`config.mk`:
```
export PLATFORM = sky130hd
export DESIGN_NAME = pulse_width_monitor
export DESIGN_NICKNAME = d
export VERILOG_FILES = /design/src/rtl/pwm_pkg.sv /design/src/rtl/pwm_fifo.sv /design/src/rtl/pulse_width_monitor.sv
export SDC_FILE = /design/constraint.sdc
export NUM_CORES = 1
export LEC_CHECK = 0
export BUFFER_PORTS_ARGS = -buffer_cell sky130_fd_sc_hd__buf_4
export CAP_MARGIN = 20
export CORE_UTILIZATION = 35
export CTS_BUF_LIST = sky130_fd_sc_hd__clkbuf_4 sky130_fd_sc_hd__clkbuf_8
export CTS_CLUSTER_SIZE = 25
export DETAILED_ROUTE_END_ITERATION = 10
export SETUP_SLACK_MARGIN = 0.3
export SKIP_CTS_REPAIR_TIMING = 1
export SKIP_LAST_GASP = 1
export SYNTH_ARGS = -nofsm -noshare
export SYNTH_HDL_FRONTEND = slang
export SYNTH_SLANG_ARGS = --single-unit
```
`constraint.sdc`:
```
create_clock -name clk -period 1.77 [get_ports clk]
set_input_delay 0.2655 -clock clk [delete_from_list [all_inputs] [get_ports clk]]
set_output_delay 0.2655 -clock clk [all_outputs]
set_load 0.05 [all_outputs]
```
`src/rtl/pwm_pkg.sv`:
```
// Shared types and constants for the pulse-width monitor block.
// State encoding is fixed so that debug captures read the same across builds.
package pwm_pkg;

    typedef enum logic [1:0] {
        ST_ARM  = 2'd0,
        ST_LOW  = 2'd1,
        ST_HIGH = 2'd2
    } pwm_state_e;

    localparam int DEFAULT_DEPTH = 4;
    localparam int PTR_W         = $clog2(DEFAULT_DEPTH);

    function automatic bit is_pow2(input int n);
        return (n >= 2) && ((n & (n - 1)) == 0);
    endfunction

endpackage

```
`src/rtl/pwm_fifo.sv`:
```
// First-word-fall-through width FIFO: DEPTH x WIDTH_W, extra-MSB pointers, clr wins over push/pop.
// The head word is presented directly from the register file; reads as zero when empty.
module pwm_fifo
    import pwm_pkg::*;
#(
    parameter int WIDTH_W = 8,
    parameter int DEPTH   = DEFAULT_DEPTH
) (
    input  logic               clk,
    input  logic               rst_n,
    input  logic               clr,
    input  logic               push,
    input  logic [WIDTH_W-1:0] wdata,
    input  logic               pop,
    output logic [WIDTH_W-1:0] rdata,
    output logic               full,
    output logic               empty
);

    localparam int AW = $clog2(DEPTH);

    logic [AW:0]        r_wr_ptr;
    logic [AW:0]        r_rd_ptr;
    logic [WIDTH_W-1:0] r_mem [DEPTH];

    logic w_do_pop;
    logic w_do_push;

    assign empty = (r_wr_ptr == r_rd_ptr);
    assign full  = (r_wr_ptr[AW] != r_rd_ptr[AW]) &&
                   (r_wr_ptr[AW-1:0] == r_rd_ptr[AW-1:0]);

    // A push into a full FIFO is only accepted when the head leaves in the same cycle.
    assign w_do_pop  = pop  & ~empty & ~clr;
    assign w_do_push = push & ~clr & (~full | w_do_pop);

    always_ff @(posedge clk or negedge rst_n) begin
        if (!rst_n) begin
            r_wr_ptr <= '0;
            r_rd_ptr <= '0;
        end else if (clr) begin
            r_wr_ptr <= '0;
            r_rd_ptr <= '0;
        end else begin
            if (w_do_push) begin
                r_wr_ptr <= r_wr_ptr + (AW+1)'(1);
            end
            if (w_do_pop) begin
                r_rd_ptr <= r_rd_ptr + (AW+1)'(1);
            end
        end
    end

    always_ff @(posedge clk) begin
        if (w_do_push) begin
            r_mem[r_wr_ptr[AW-1:0]] <= wdata;
        end
    end

    assign rdata = empty ? '0 : r_mem[r_rd_ptr[AW-1:0]];

endmodule

```
`src/rtl/pulse_width_monitor.sv`:
```
// Measures high pulses on the delay-line output, counts rising edges while armed,
// and queues completed widths for a valid/ready consumer.
module pulse_width_monitor
    import pwm_pkg::*;
#(
    parameter int WIDTH_W = 8,
    parameter int CNT_W   = 8,
    parameter int DEPTH   = DEFAULT_DEPTH
) (
    input  logic               clk,
    input  logic               rst_n,
    input  logic               ena,
    input  logic               din,
    input  logic               clr,
    input  logic               rd_ready,
    output logic               rd_valid,
    output logic [WIDTH_W-1:0] rd_width,
    output logic [CNT_W-1:0]   edge_cnt,
    output logic               overflow,
    output logic               busy
);

    localparam logic [WIDTH_W-1:0] W_MAX = '1;

    pwm_state_e         r_state;
    logic [WIDTH_W-1:0] r_width;
    logic [CNT_W-1:0]   r_edge_cnt;
    logic               r_overflow;

    pwm_state_e         w_state_next;
    logic [WIDTH_W-1:0] w_width_next;
    logic [CNT_W-1:0]   w_edge_next;
    logic               w_push;
    logic               w_pop;
    logic               w_full;
    logic               w_empty;

    always_ff @(posedge clk or negedge rst_n) begin
        if (!rst_n) begin
            r_state    <= ST_ARM;
            r_width    <= '0;
            r_edge_cnt <= '0;
        end else begin
            r_state    <= w_state_next;
            r_width    <= w_width_next;
            r_edge_cnt <= w_edge_next;
        end
    end

    // Priority: clr, then ena low (abort, nothing pushed), then normal measurement.
    always_comb begin
        w_state_next = r_state;
        w_width_next = r_width;
        w_edge_next  = r_edge_cnt;
        w_push       = 1'b0;
        if (clr) begin
            w_state_next = ST_ARM;
            w_width_next = '0;
            w_edge_next  = '0;
        end else if (!ena) begin
            w_state_next = ST_ARM;
            w_width_next = '0;
        end else begin
            unique case (r_state)
                ST_ARM: begin
                    // Wait for a low so a pulse already in flight at arm time is ignored.
                    if (!din) begin
                        w_state_next = ST_LOW;
                    end
                end
                ST_LOW: begin
                    if (din) begin
                        w_state_next = ST_HIGH;
                        w_width_next = WIDTH_W'(1);
                        w_edge_next  = r_edge_cnt + CNT_W'(1);
                    end
                end
                ST_HIGH: begin
                    if (din) begin
                        if (r_width != W_MAX) begin
                            w_width_next = r_width + WIDTH_W'(1);
                        end
                    end else begin
                        w_push       = 1'b1;
                        w_state_next = ST_LOW;
                    end
                end
                default: begin
                    w_state_next = ST_ARM;
                    w_width_next = '0;
                end
            endcase
        end
    end

    assign w_pop = ~w_empty & rd_ready;

    always_ff @(posedge clk or negedge rst_n) begin
        if (!rst_n) begin
            r_overflow <= 1'b0;
        end else if (clr) begin
            r_overflow <= 1'b0;
        end else if (w_push && w_full && !w_pop) begin
            r_overflow <= 1'b1;
        end
    end

    pwm_fifo #(
        .WIDTH_W (WIDTH_W),
        .DEPTH   (DEPTH)
    ) u_fifo (
        .clk   (clk),
        .rst_n (rst_n),
        .clr   (clr),
        .push  (w_push),
        .wdata (r_width),
        .pop   (w_pop),
        .rdata (rd_width),
        .full  (w_full),
        .empty (w_empty)
    );

    assign rd_valid = ~w_empty;
    assign edge_cnt = r_edge_cnt;
    assign overflow = r_overflow;
    assign busy     = (r_state == ST_HIGH);

endmodule

```
==> impl_metrics.env, run 1 <==
export IMPL_status="finished, violations left"
export IMPL_violations_in_the_final_reports="setup timing"
export IMPL_synth_cell_types=45
export IMPL_finalHoldViolCount=0
export IMPL_switching_power_uw=597.4
export IMPL_rsz_0062_raised_after_global_routing="yes"
export IMPL_place_gp_congestion=0.7233
export IMPL_worstPathMaxFanout=6
export IMPL_cp_data_required_time_ps=1500
export IMPL_wl_mm=5.969
export IMPL_die_area_um2=8271
export IMPL_holdCritStartpoint="din"
export IMPL_floorplan_initialDensity_pct=36.02
export IMPL_type_of_the_worst_min_delay_path="input port to flip-flop"
export IMPL_sequential_power_share_pct=47.1
export IMPL_synth_flop_cell="edfxtp_1"
export IMPL_total_power_mw=2.968
export IMPL_overflow=0
export IMPL_synth_compound_gate_area_share_pct=9.218
export IMPL_critical_path_cell_with_the_highest_stage_delay="mux4_2"
export IMPL_cts_tree="done"
export IMPL_top_level_ports=25
export IMPL_clock_tree_root_cell="clkbuf_8"
export IMPL_synth_commonest_cells="32 x edfxtp_1, 25 x dfrtp_1, 14 x nor2_1"
export IMPL_syn_avg_cell_area_um2=13.12
export IMPL_syn_to_final_growth_pct=42.43
export IMPL_setup_viol=42
export IMPL_fin_area_um2=3944
export IMPL_least_margin_pin_slew_ps=390.6
export IMPL_static_leakage_power_nw=1.596
export IMPL_drt_pass_1_iters=4
export IMPL_crit_path_end_kind="output port"
export IMPL_slew_headroom_pct=73.77
export IMPL_ys_async_sr_fraction_pct=43.86
export IMPL_tritoncts_num_buffers=9
export IMPL_netlist_top_cell_by_area="edfxtp_1"
export IMPL_synth_area_um2=2769
export IMPL_sw_frac_of_total_pct=20.13
export IMPL_synth_top_cells_by_area="edfxtp_1 35%, dfrtp_1 23%, mux4_2 6.5%"
export IMPL_postSynthRegisterBits=57
export IMPL_timing_critical_path_max_delay_family="multiplexers"
export IMPL_finalMaxSlewViolations=0
export IMPL_synthesized_nets=228
export IMPL_comb_power_share_pct=4.2
export IMPL_insertedDiodeCount=0
export IMPL_post_place_ws_ps=-45.06
export IMPL_synth_yosys_seq_area_share_pct=57.30
export IMPL_post_route_worst_setup_slack_ps=-195.2
export IMPL_grt_total_usage_pct=14.96
export IMPL_post_route_cells_drive_above_1_share_pct=46.76
export IMPL_most_frequently_used_cell_type_in_the_post_synthesis_netlist="edfxtp_1"
export IMPL_placementRows=32
export IMPL_maxCapViolations=0
export IMPL_chipHeight_um=90.95
export IMPL_synthCells=211
export IMPL_synthesis_yosys_warnings=0
export IMPL_finalHoldWorstSlack_ps=171.5
export IMPL_route_detailed_drc=0
export IMPL_crit_arrival_ps=1700
export IMPL_synth_top_cell_area_share_pct=34.70
export IMPL_vdd_drop_max_v=0.0005493
export IMPL_r2r_start="r_state[0]"
export IMPL_vias=1912
export IMPL_synth_adder_area_share_pct=4.971
export IMPL_synth_xor_xnor_area_share_pct=4.971
export IMPL_final_period_utilization_pct=111.0
export IMPL_via_per_inst=5.032
export IMPL_fin_util_pct=51.30
export IMPL_cts_max_path_buffers=2
export IMPL_synth_mux_area_share_pct=7.230
export IMPL_power_frac_clock_pct=48.6
export IMPL_timing_critical_path_buf_inv=2
export IMPL_cts_sinks=57
export IMPL_ctsHtreeMaxLevel=3
export IMPL_internal_power_mw=2.371
export IMPL_finClkSkew_ps=8.094
export IMPL_slowest_delay_ps=490
export IMPL_main_combinational_cell_family_by_area_after_synthesis="simple AND/OR/NAND/NOR gates"
export IMPL_grt_start_max_net_pins=26
export IMPL_die_width_um=90.95
export IMPL_worst_setup_path_startpoint="u_fifo.r_rd_ptr[0]"
export IMPL_drt_first_iter_violations=70
export IMPL_first_global_vias=1879
export IMPL_grt_antenna_before_repair=0
export IMPL_critPathKind="flip-flop to output port"
export IMPL_grt_first_pass_wirelength_mm=9.294
export IMPL_port_buffer_count=24
export IMPL_net_count_final=291
export IMPL_cp_startpoint_kind="flip-flop"
export IMPL_maxClockFrequency_ghz=0.5089
export IMPL_core_area_um2=7687
export IMPL_clk_insertion_delay_late_ps=340
export IMPL_path_cells="buf_12 > mux4_2 > nor2b_2 > buf_4"
export IMPL_placed_area_um2=3362
export IMPL_synth_simple_gate_area_share_pct=13.87
export IMPL_clk_pin_slew_worst_paths_ps=60
export IMPL_min_tclk_post_route_ps=1965
export IMPL_power_density_over_the_cells_nw_per_um2=752.6
export IMPL_antenna_left=0
export IMPL_wl_per_cell_um=15.71
export IMPL_post_dp_hpwl_mm=3.941
export IMPL_synth_enable_flop_cells=32
[metal layers]
metal  vias to the layer above  part of all wire (%)  track usage (%)
met1                       959                    45            19.37
met2                        33                    51            23.61
li1                        914                     -                -
met4                         0                   1.0            5.556
met3                         6                   3.2            4.606
met5                         -                     0                0
[cells by family (layout without fill, tap and decap cells)]
kind of cell,count (synthesis),in the layout
and+or+nand+nor,66,66
DFF,57,57
AOI/OAI and AO/OA,37,37
buffers and inverters,16,83
xor gates and xnor gates,14,14
adders and majority gates,11,11
muxes,10,10
[power groups by stage]
stage               sequential, mW  clock (mW)  combinational [mW]
floorplan                     1.43           0              0.0456
CTS                           1.40        1.48              0.0942
global placement              1.42           0              0.0940
finish                        1.40        1.44               0.126
detailed placement            1.42           0              0.0939
global route                  1.40        1.54               0.137
[final timing paths]
| check | end | slack, ps | depth (start not counted) |
|---|---|---|---|
| worst max-delay path | rd_width[4] | -200 | 4 |
| worst min-delay path | r_state[0] | 170 | 2 |
| worst max register to register | u_fifo.r_mem[1][2] | -80 | 5 |
| worst min register to register | overflow | 500 | 2 |
| max in group asynchronous | u_fifo.r_rd_ptr[0] | 1130 | 2 |
| min in group asynchronous | r_width[2] | 360 | 2 |
[state kept, by name, summed over array words and instances (netlist names)]
name             flops
overflow             1
u_fifo.r_mem        32
u_fifo.r_rd_ptr      3
u_fifo.r_wr_ptr      3
edge_cnt             8
r_state              2
r_width              8
[final cells by class]
cell class,count,area (µm²)
inverters,10,40.04
fillers,681,3744
clock buffers,9,123.9
multi-input cells,138,1421
well taps,102,127.6
clock inverters,6,107.6
repair buffers,58,534.3
flip-flops and latches,57,1589
[worst register-to-register path: cells and delay by family, from the launching register on]
kind / cells / cell delay, ps
fa+ha+maj: 1 / 170
buf+inv: 1 / 90
compound gates: 1 / 310
simple gates: 2 / 530
flops: 1 / 460
[stage by stage]
stage               TNS (ps)  std cells
floorplan              -2917        211
global placement           0        355
detailed placement    -418.8        355
CTS                    -3040        370
global route           -6940        380
finish                 -3862        380
[cell usage in the layout (no fill, tap or decap), types with 2 or more instances in the layout]
| master | instances |
|---|---|
| a21oi_1 | 5 |
| and2_4 | 4 |
| and3_1 | 2 |
| buf_12 | 2 |
| buf_4 | 39 |
| buf_6 | 13 |
| bufinv_16 | 3 |
| clkbuf_8 | 9 |
| dfrtp_1 | 23 |
| dfrtp_2 | 2 |
| edfxtp_1 | 32 |
| ha_1 | 7 |
| ha_4 | 4 |
| inv_1 | 7 |
| inv_2 | 2 |
| mux2i_1 | 2 |
| mux4_2 | 8 |
| nand2_1 | 9 |
| nand3_1 | 4 |
| nand3_4 | 2 |
| nand4_1 | 3 |
| nor2_1 | 14 |
| nor2b_1 | 2 |
| nor2b_2 | 5 |
| nor2b_4 | 3 |
| nor3_2 | 2 |
| nor3_4 | 2 |
| o21ai_0 | 4 |
| o21ai_1 | 2 |
| o311ai_1 | 2 |
| o31ai_1 | 5 |
| o31ai_2 | 3 |
| o31ai_4 | 2 |
| xnor2_1 | 4 |
| xor2_1 | 7 |
| xor2_2 | 2 |
(Power assumes the default switching activity.)
==> inputs of run 2 (changes only) <==
--- a/config.mk
+++ b/config.mk
@@ -11,7 +11,6 @@
 export CTS_BUF_LIST = sky130_fd_sc_hd__clkbuf_4 sky130_fd_sc_hd__clkbuf_8
 export CTS_CLUSTER_SIZE = 25
 export DETAILED_ROUTE_END_ITERATION = 10
-export SETUP_SLACK_MARGIN = 0.3
 export SKIP_CTS_REPAIR_TIMING = 1
 export SKIP_LAST_GASP = 1
 export SYNTH_ARGS = -nofsm -noshare
==> impl_metrics.env, run 2 (synthesis gave the netlist of run 1 again) <==
export IMPL_drt_pass_1_iters=4
export IMPL_antenna_left=0
export IMPL_setup_viol=9
export IMPL_finalMaxSlewViolations=0
export IMPL_largest_reg_flops=32
export IMPL_ctsHtreeMaxLevel=3
export IMPL_post_route_cells_drive_above_1_share_pct=39.21
export IMPL_rsz_0062_raised_after_global_routing="yes"
export IMPL_grt_start_max_net_pins=26
export IMPL_cp_data_required_time_ps=1500
export IMPL_slowest_delay_ps=480
export IMPL_fin_util_pct=48.00
export IMPL_insertedDiodeCount=0
export IMPL_wl_per_cell_um=15.23
export IMPL_syn_to_final_growth_pct=33.26
export IMPL_crit_arrival_ps=1670
export IMPL_overflow=0
export IMPL_finClkSkew_ps=11.08
export IMPL_path_cells="clkbuf_16 > mux4_2 > nor2b_1 > buf_6"
export IMPL_final_instance_count_excl_fill=380
export IMPL_worstPathMaxFanout=4
export IMPL_cp_startpoint_kind="flip-flop"
export IMPL_post_place_ws_ps=-30.23
export IMPL_place_gp_congestion=0.7443
export IMPL_floorplan_initialDensity_pct=36.02
export IMPL_cts_sinks=57
export IMPL_top_level_ports=25
export IMPL_first_global_vias=1901
export IMPL_type_of_the_worst_min_delay_path="input port to flip-flop"
export IMPL_least_margin_pin_slew_ps=346.0
export IMPL_via_per_inst=5.055
export IMPL_grt_total_usage_pct=14.65
export IMPL_post_dp_hpwl_mm=3.848
export IMPL_placementRows=32
export IMPL_die_area_um2=8271
export IMPL_post_route_worst_setup_slack_ps=-168.6
export IMPL_grt_antenna_before_repair=0
export IMPL_mostFrequentLayoutCell="buf_4"
export IMPL_crit_path_end_kind="output port"
export IMPL_maxCapViolations=0
export IMPL_tritoncts_num_buffers=9
export IMPL_vdd_drop_max_v=0.0003113
export IMPL_min_tclk_post_route_ps=1939
export IMPL_route_detailed_drc=0
export IMPL_cts_max_path_buffers=2
export IMPL_clk_insertion_delay_late_ps=330
export IMPL_wl_mm=5.786
export IMPL_finalHoldViolCount=0
export IMPL_drt_first_iter_violations=92
export IMPL_critical_path_cell_with_the_highest_stage_delay="mux4_2"
export IMPL_critPathKind="flip-flop to output port"
export IMPL_vias=1921
export IMPL_maxClockFrequency_ghz=0.5158
export IMPL_status="finished, violations left"
export IMPL_net_count_final=290
export IMPL_slew_headroom_pct=76.93
export IMPL_static_leakage_power_nw=1.512
export IMPL_finalHoldWorstSlack_ps=142.5
export IMPL_chipHeight_um=90.95
export IMPL_final_cell_mix="44 x buf_4, 32 x edfxtp_1, 24 x dfrtp_1"
export IMPL_die_width_um=90.95
export IMPL_cts_tree="done"
export IMPL_clock_tree_root_cell="clkbuf_8"
export IMPL_clk_pin_slew_worst_paths_ps=70
export IMPL_port_buffer_count=24
export IMPL_grt_first_pass_wirelength_mm=9.404
export IMPL_power_density_over_the_cells_nw_per_um2=733.7
export IMPL_violations_in_the_final_reports="setup timing"
export IMPL_place_detailed_instances=355
export IMPL_final_period_utilization_pct=109.5
export IMPL_core_area_um2=7687
## run 2: cell count changes in the layout (fill, tap and decap cells not counted), moves of 3 or more
cell / previous run / this run
nor2b_1: 2 / 7
nor3_1: 1 / 4
clkinvlp_4: 0 / 3
buf_4: 39 / 44
nor2b_2: 5 / 1
buf_6: 13 / 9
## run 2: path summary, 6_finish.rpt
| path | slack, ps | start | to | depth (start not counted) |
|---|---|---|---|---|
| max | -170 | u_fifo.r_rd_ptr[0] | rd_width[4] | 4 |
| min | 140 | din | r_state[0] | 2 |
| max reg2reg | 30 | r_state[0] | u_fifo.r_mem[0][6] | 5 |
| min reg2reg | 520 | overflow | overflow | 2 |
| max in group asynchronous | 1100 | rst_n | u_fifo.r_rd_ptr[0] | 2 |
| min in group asynchronous | 390 | rst_n | r_state[0] | 2 |
## run 2: where the power goes
part	internal, mW	total, mW	switching (mW)
clock network	0.646	1.20	0.554
logic	0.0456	0.112	0.0663
registers	1.39	1.40	0.00237
## run 2: layout make-up
class,count,area [µm²]
Clock buffer,9,123.9
Fill cell,689,3998
Timing Repair Buffer,56,486.7
Clock inverter,7,71.32
Multi-Input combinational cell,139,1255
Sequential cell,57,1588
Inverter,10,37.54
Tap cell,102,127.6
## run 2: stage by stage
step | cell area [µm²] | total power, mW | setup TNS (ps)
after detailed placement | 3262 | 1.513 | -36.93
after global placement | 3262 | 1.512 | 0
after global routing | 3690 | 2.813 | -3234
after CTS | 3457 | 2.701 | -1987
after floorplan | 2791 | 1.468 | -3958
final | 3690 | 2.707 | -1398
## run 2: per-layer routing
layer  share of wire, %  global-route usage (%)
met1                 46                   19.39
met2                 50                   23.30
met3                3.0                   3.853
met4               0.90                   5.159
met5                  0                       0
## run 2: critical path, delay by kind of cell, from the launching register on
kind / cells / cell delay (ps)
mux: 1 / 480
flops: 1 / 410
buf+inv: 2 / 320
simple gates: 1 / 150
==> inputs of run 3 (changes only) <==
--- a/config.mk
+++ b/config.mk
@@ -5,6 +5,7 @@
 export SDC_FILE = /design/constraint.sdc
 export NUM_CORES = 1
 export LEC_CHECK = 0
+export ABC_AREA = 1
 export BUFFER_PORTS_ARGS = -buffer_cell sky130_fd_sc_hd__buf_4
 export CAP_MARGIN = 20
 export CORE_UTILIZATION = 35
==> impl_metrics.env, run 3 <==
export IMPL_fillCellCount=749
export IMPL_synth_area_um2=2829
export IMPL_internal_power_mw=1.938
export IMPL_synth_xor_xnor_area_share_pct=1.858
export IMPL_tritoncts_num_buffers=9
export IMPL_main_combinational_cell_family_by_area_after_synthesis="simple AND/OR/NAND/NOR gates"
export IMPL_clk_pin_slew_worst_paths_ps=70
export IMPL_core_area_um2=7767
export IMPL_slew_headroom_pct=66.96
export IMPL_synth_enable_flop_cells=32
export IMPL_ys_async_sr_fraction_pct=43.86
export IMPL_finClkSkew_ps=6.527
export IMPL_overflow=0
export IMPL_place_gp_congestion=0.7947
export IMPL_synth_top_cell_area_share_pct=33.97
export IMPL_crit_path_end_kind="output port"
export IMPL_floorplan_initialDensity_pct=36.42
export IMPL_vdd_drop_max_v=0.0003184
export IMPL_grt_total_usage_pct=14.77
export IMPL_sw_frac_of_total_pct=24.77
export IMPL_status="finished, violations left"
export IMPL_netlist_top_cell_by_area="edfxtp_1"
export IMPL_insertedDiodeCount=0
export IMPL_synth_adder_area_share_pct=4.865
export IMPL_worstPathMaxFanout=5
export IMPL_switching_power_uw=638.2
export IMPL_drt_pass_1_iters=4
export IMPL_wl_mm=5.923
export IMPL_net_count_final=365
export IMPL_synthesized_nets=316
export IMPL_post_route_worst_setup_slack_ps=-72.10
export IMPL_setup_tns_ps=-517.4
export IMPL_static_leakage_power_nw=1.592
export IMPL_chipHeight_um=91.91
export IMPL_power_frac_clock_pct=42.0
export IMPL_crit_arrival_ps=1580
export IMPL_cts_tree="done"
export IMPL_cp_data_required_time_ps=1500
export IMPL_vias=2177
export IMPL_power_density_over_the_cells_nw_per_um2=718.3
export IMPL_synth_simple_gate_area_share_pct=20.88
export IMPL_synth_cell_types=33
export IMPL_ctsHtreeMaxLevel=3
export IMPL_rsz_0062_raised_after_global_routing="yes"
export IMPL_first_global_vias=1959
export IMPL_top_level_ports=25
export IMPL_sequential_power_share_pct=54.2
export IMPL_synth_commonest_cells="58 x nand2_1, 37 x inv_1, 32 x edfxtp_1"
export IMPL_clk_insertion_delay_late_ps=340
export IMPL_drt_first_iter_violations=95
export IMPL_mostFrequentLayoutCell="nand2_1"
export IMPL_cts_max_path_buffers=2
export IMPL_post_route_cells_drive_above_1_share_pct=26.91
export IMPL_maxClockFrequency_ghz=0.5429
export IMPL_comb_power_share_pct=3.7
export IMPL_synth_compound_gate_area_share_pct=9.465
export IMPL_critPathKind="flip-flop to output port"
export IMPL_placementRows=32
export IMPL_least_margin_pin_slew_ps=493.4
export IMPL_synthesis_yosys_warnings=0
export IMPL_finalHoldViolCount=0
export IMPL_cp_startpoint_kind="flip-flop"
export IMPL_total_power_mw=2.577
export IMPL_setup_viol=8
export IMPL_synth_top_cells_by_area="edfxtp_1 34%, dfrtp_1 22%, nand2_1 7.7%"
export IMPL_synthCells=299
export IMPL_grt_first_pass_wirelength_mm=9.508
export IMPL_port_buffer_count=24
export IMPL_grt_antenna_before_repair=0
export IMPL_min_tclk_post_route_ps=1842
export IMPL_met1_resource_use_gr_pct=19.80
export IMPL_final_period_utilization_pct=104.1
export IMPL_top_usage_layer="met2"
export IMPL_grt_met3_usage_pct=3.648
export IMPL_largest_reg_flops=32
export IMPL_cts_sinks=57
export IMPL_fin_util_pct=46.18
export IMPL_syn_avg_cell_area_um2=9.461
export IMPL_grt_start_max_net_pins=26
export IMPL_met2_usage_pct=22.39
export IMPL_route_detailed_drc=0
export IMPL_syn_to_final_growth_pct=26.80
export IMPL_wl_per_cell_um=13.02
export IMPL_violations_in_the_final_reports="setup timing"
export IMPL_finalMaxSlewViolations=0
export IMPL_maxCapViolations=0
export IMPL_postSynthRegisterBits=57
export IMPL_synth_yosys_seq_area_share_pct=56.08
export IMPL_die_width_um=91.91
export IMPL_post_dp_hpwl_mm=3.985
export IMPL_antenna_left=0
export IMPL_multi_input_area_um2=1157
export IMPL_seqCellArea_um2=1587
export IMPL_clock_tree_root_cell="clkbuf_8"
export IMPL_type_of_the_worst_min_delay_path="input port to flip-flop"
export IMPL_final_cell_mix="53 x nand2_1, 32 x inv_1, 32 x buf_4, 32 x edfxtp_1, 25 x dfrtp_1"
export IMPL_die_area_um2=8447
export IMPL_most_frequently_used_cell_type_in_the_post_synthesis_netlist="nand2_1"
export IMPL_via_per_inst=4.785
export IMPL_synth_flop_cell="edfxtp_1"
export IMPL_synth_mux_area_share_pct=0
[run 3: cell count changes after synthesis, sizes merged, moves of 9 or more]
| cell | delta |
|---|---|
| o21ai | +21 |
| nor2b | -10 |
| nor2 | +18 |
| nand4 | +9 |
| nand2 | +53 |
| inv | +30 |
| o31ai | -9 |
| nand3 | +13 |
[run 3: per-stage QoR]
stage               setup slack (ps)  hold WS, ps  cell area (µm²)  cells
floorplan                      11.06       -30.09             2884    299
global placement               46.06        195.5             3246    431
detailed placement             21.02        196.4             3246    431
CTS                           -286.8       -162.1             3425    447
global route                  -170.5        130.1             3587    455
finish                        -72.10        128.8             3587    455
[run 3: power by group through the flow]
stage | sequential [mW] | combinational [mW] | clock (mW)
finish | 1.40 | 0.0966 | 1.08
global route | 1.40 | 0.108 | 1.15
CTS | 1.40 | 0.0911 | 1.09
detailed placement | 1.42 | 0.0909 | 0
global placement | 1.42 | 0.0906 | 0
floorplan | 1.43 | 0.0512 | 0
[run 3: area by class of cell]
cell class                 instances  share of cell area [%]
sequential                        57                   44.23
multi-input combinational        196                   32.26
timing repair buffer              44                   10.78
inverter                          40                   4.186
tap                              102                   3.558
clock buffer                       9                   3.453
clock inverter                     7                   1.535
[run 3: layer usage]
metal / vias up / part of all wire, %
met5: - / 0
met4: 0 / 1.7
met3: 8 / 3.0
met2: 34 / 47
met1: 1031 / 48
li1: 1104 / -
[run 3: logic make-up after synthesis]
logic type / after synthesis
simple gates: 131
flops: 57
compound gates: 47
buf+inv: 47
fa+ha+maj: 11
xor+xnor: 6
[run 3: worst paths after layout]
kind	start	end	slack [ps]	cells past startpoint
worst max-delay path	u_fifo.r_rd_ptr[0]	rd_width[3]	-70	8
worst min-delay path	clr	edge_cnt[0]	130	2
worst max register to register	u_fifo.r_rd_ptr[0]	u_fifo.r_mem[2][0]	40	7
worst min register to register	overflow	overflow	520	2
max in group asynchronous	rst_n	r_width[4]	1130	2
min in group asynchronous	rst_n	edge_cnt[2]	380	2
[run 3: critical path: stages (launching register included)]
cell and delay [ps]:
dfrtp_1 420, inv_2 70, nand2_1 70, nand2_2 70
nor2_4 220, nand2b_4 120, nand2_2 80, inv_1 50
buf_6 140
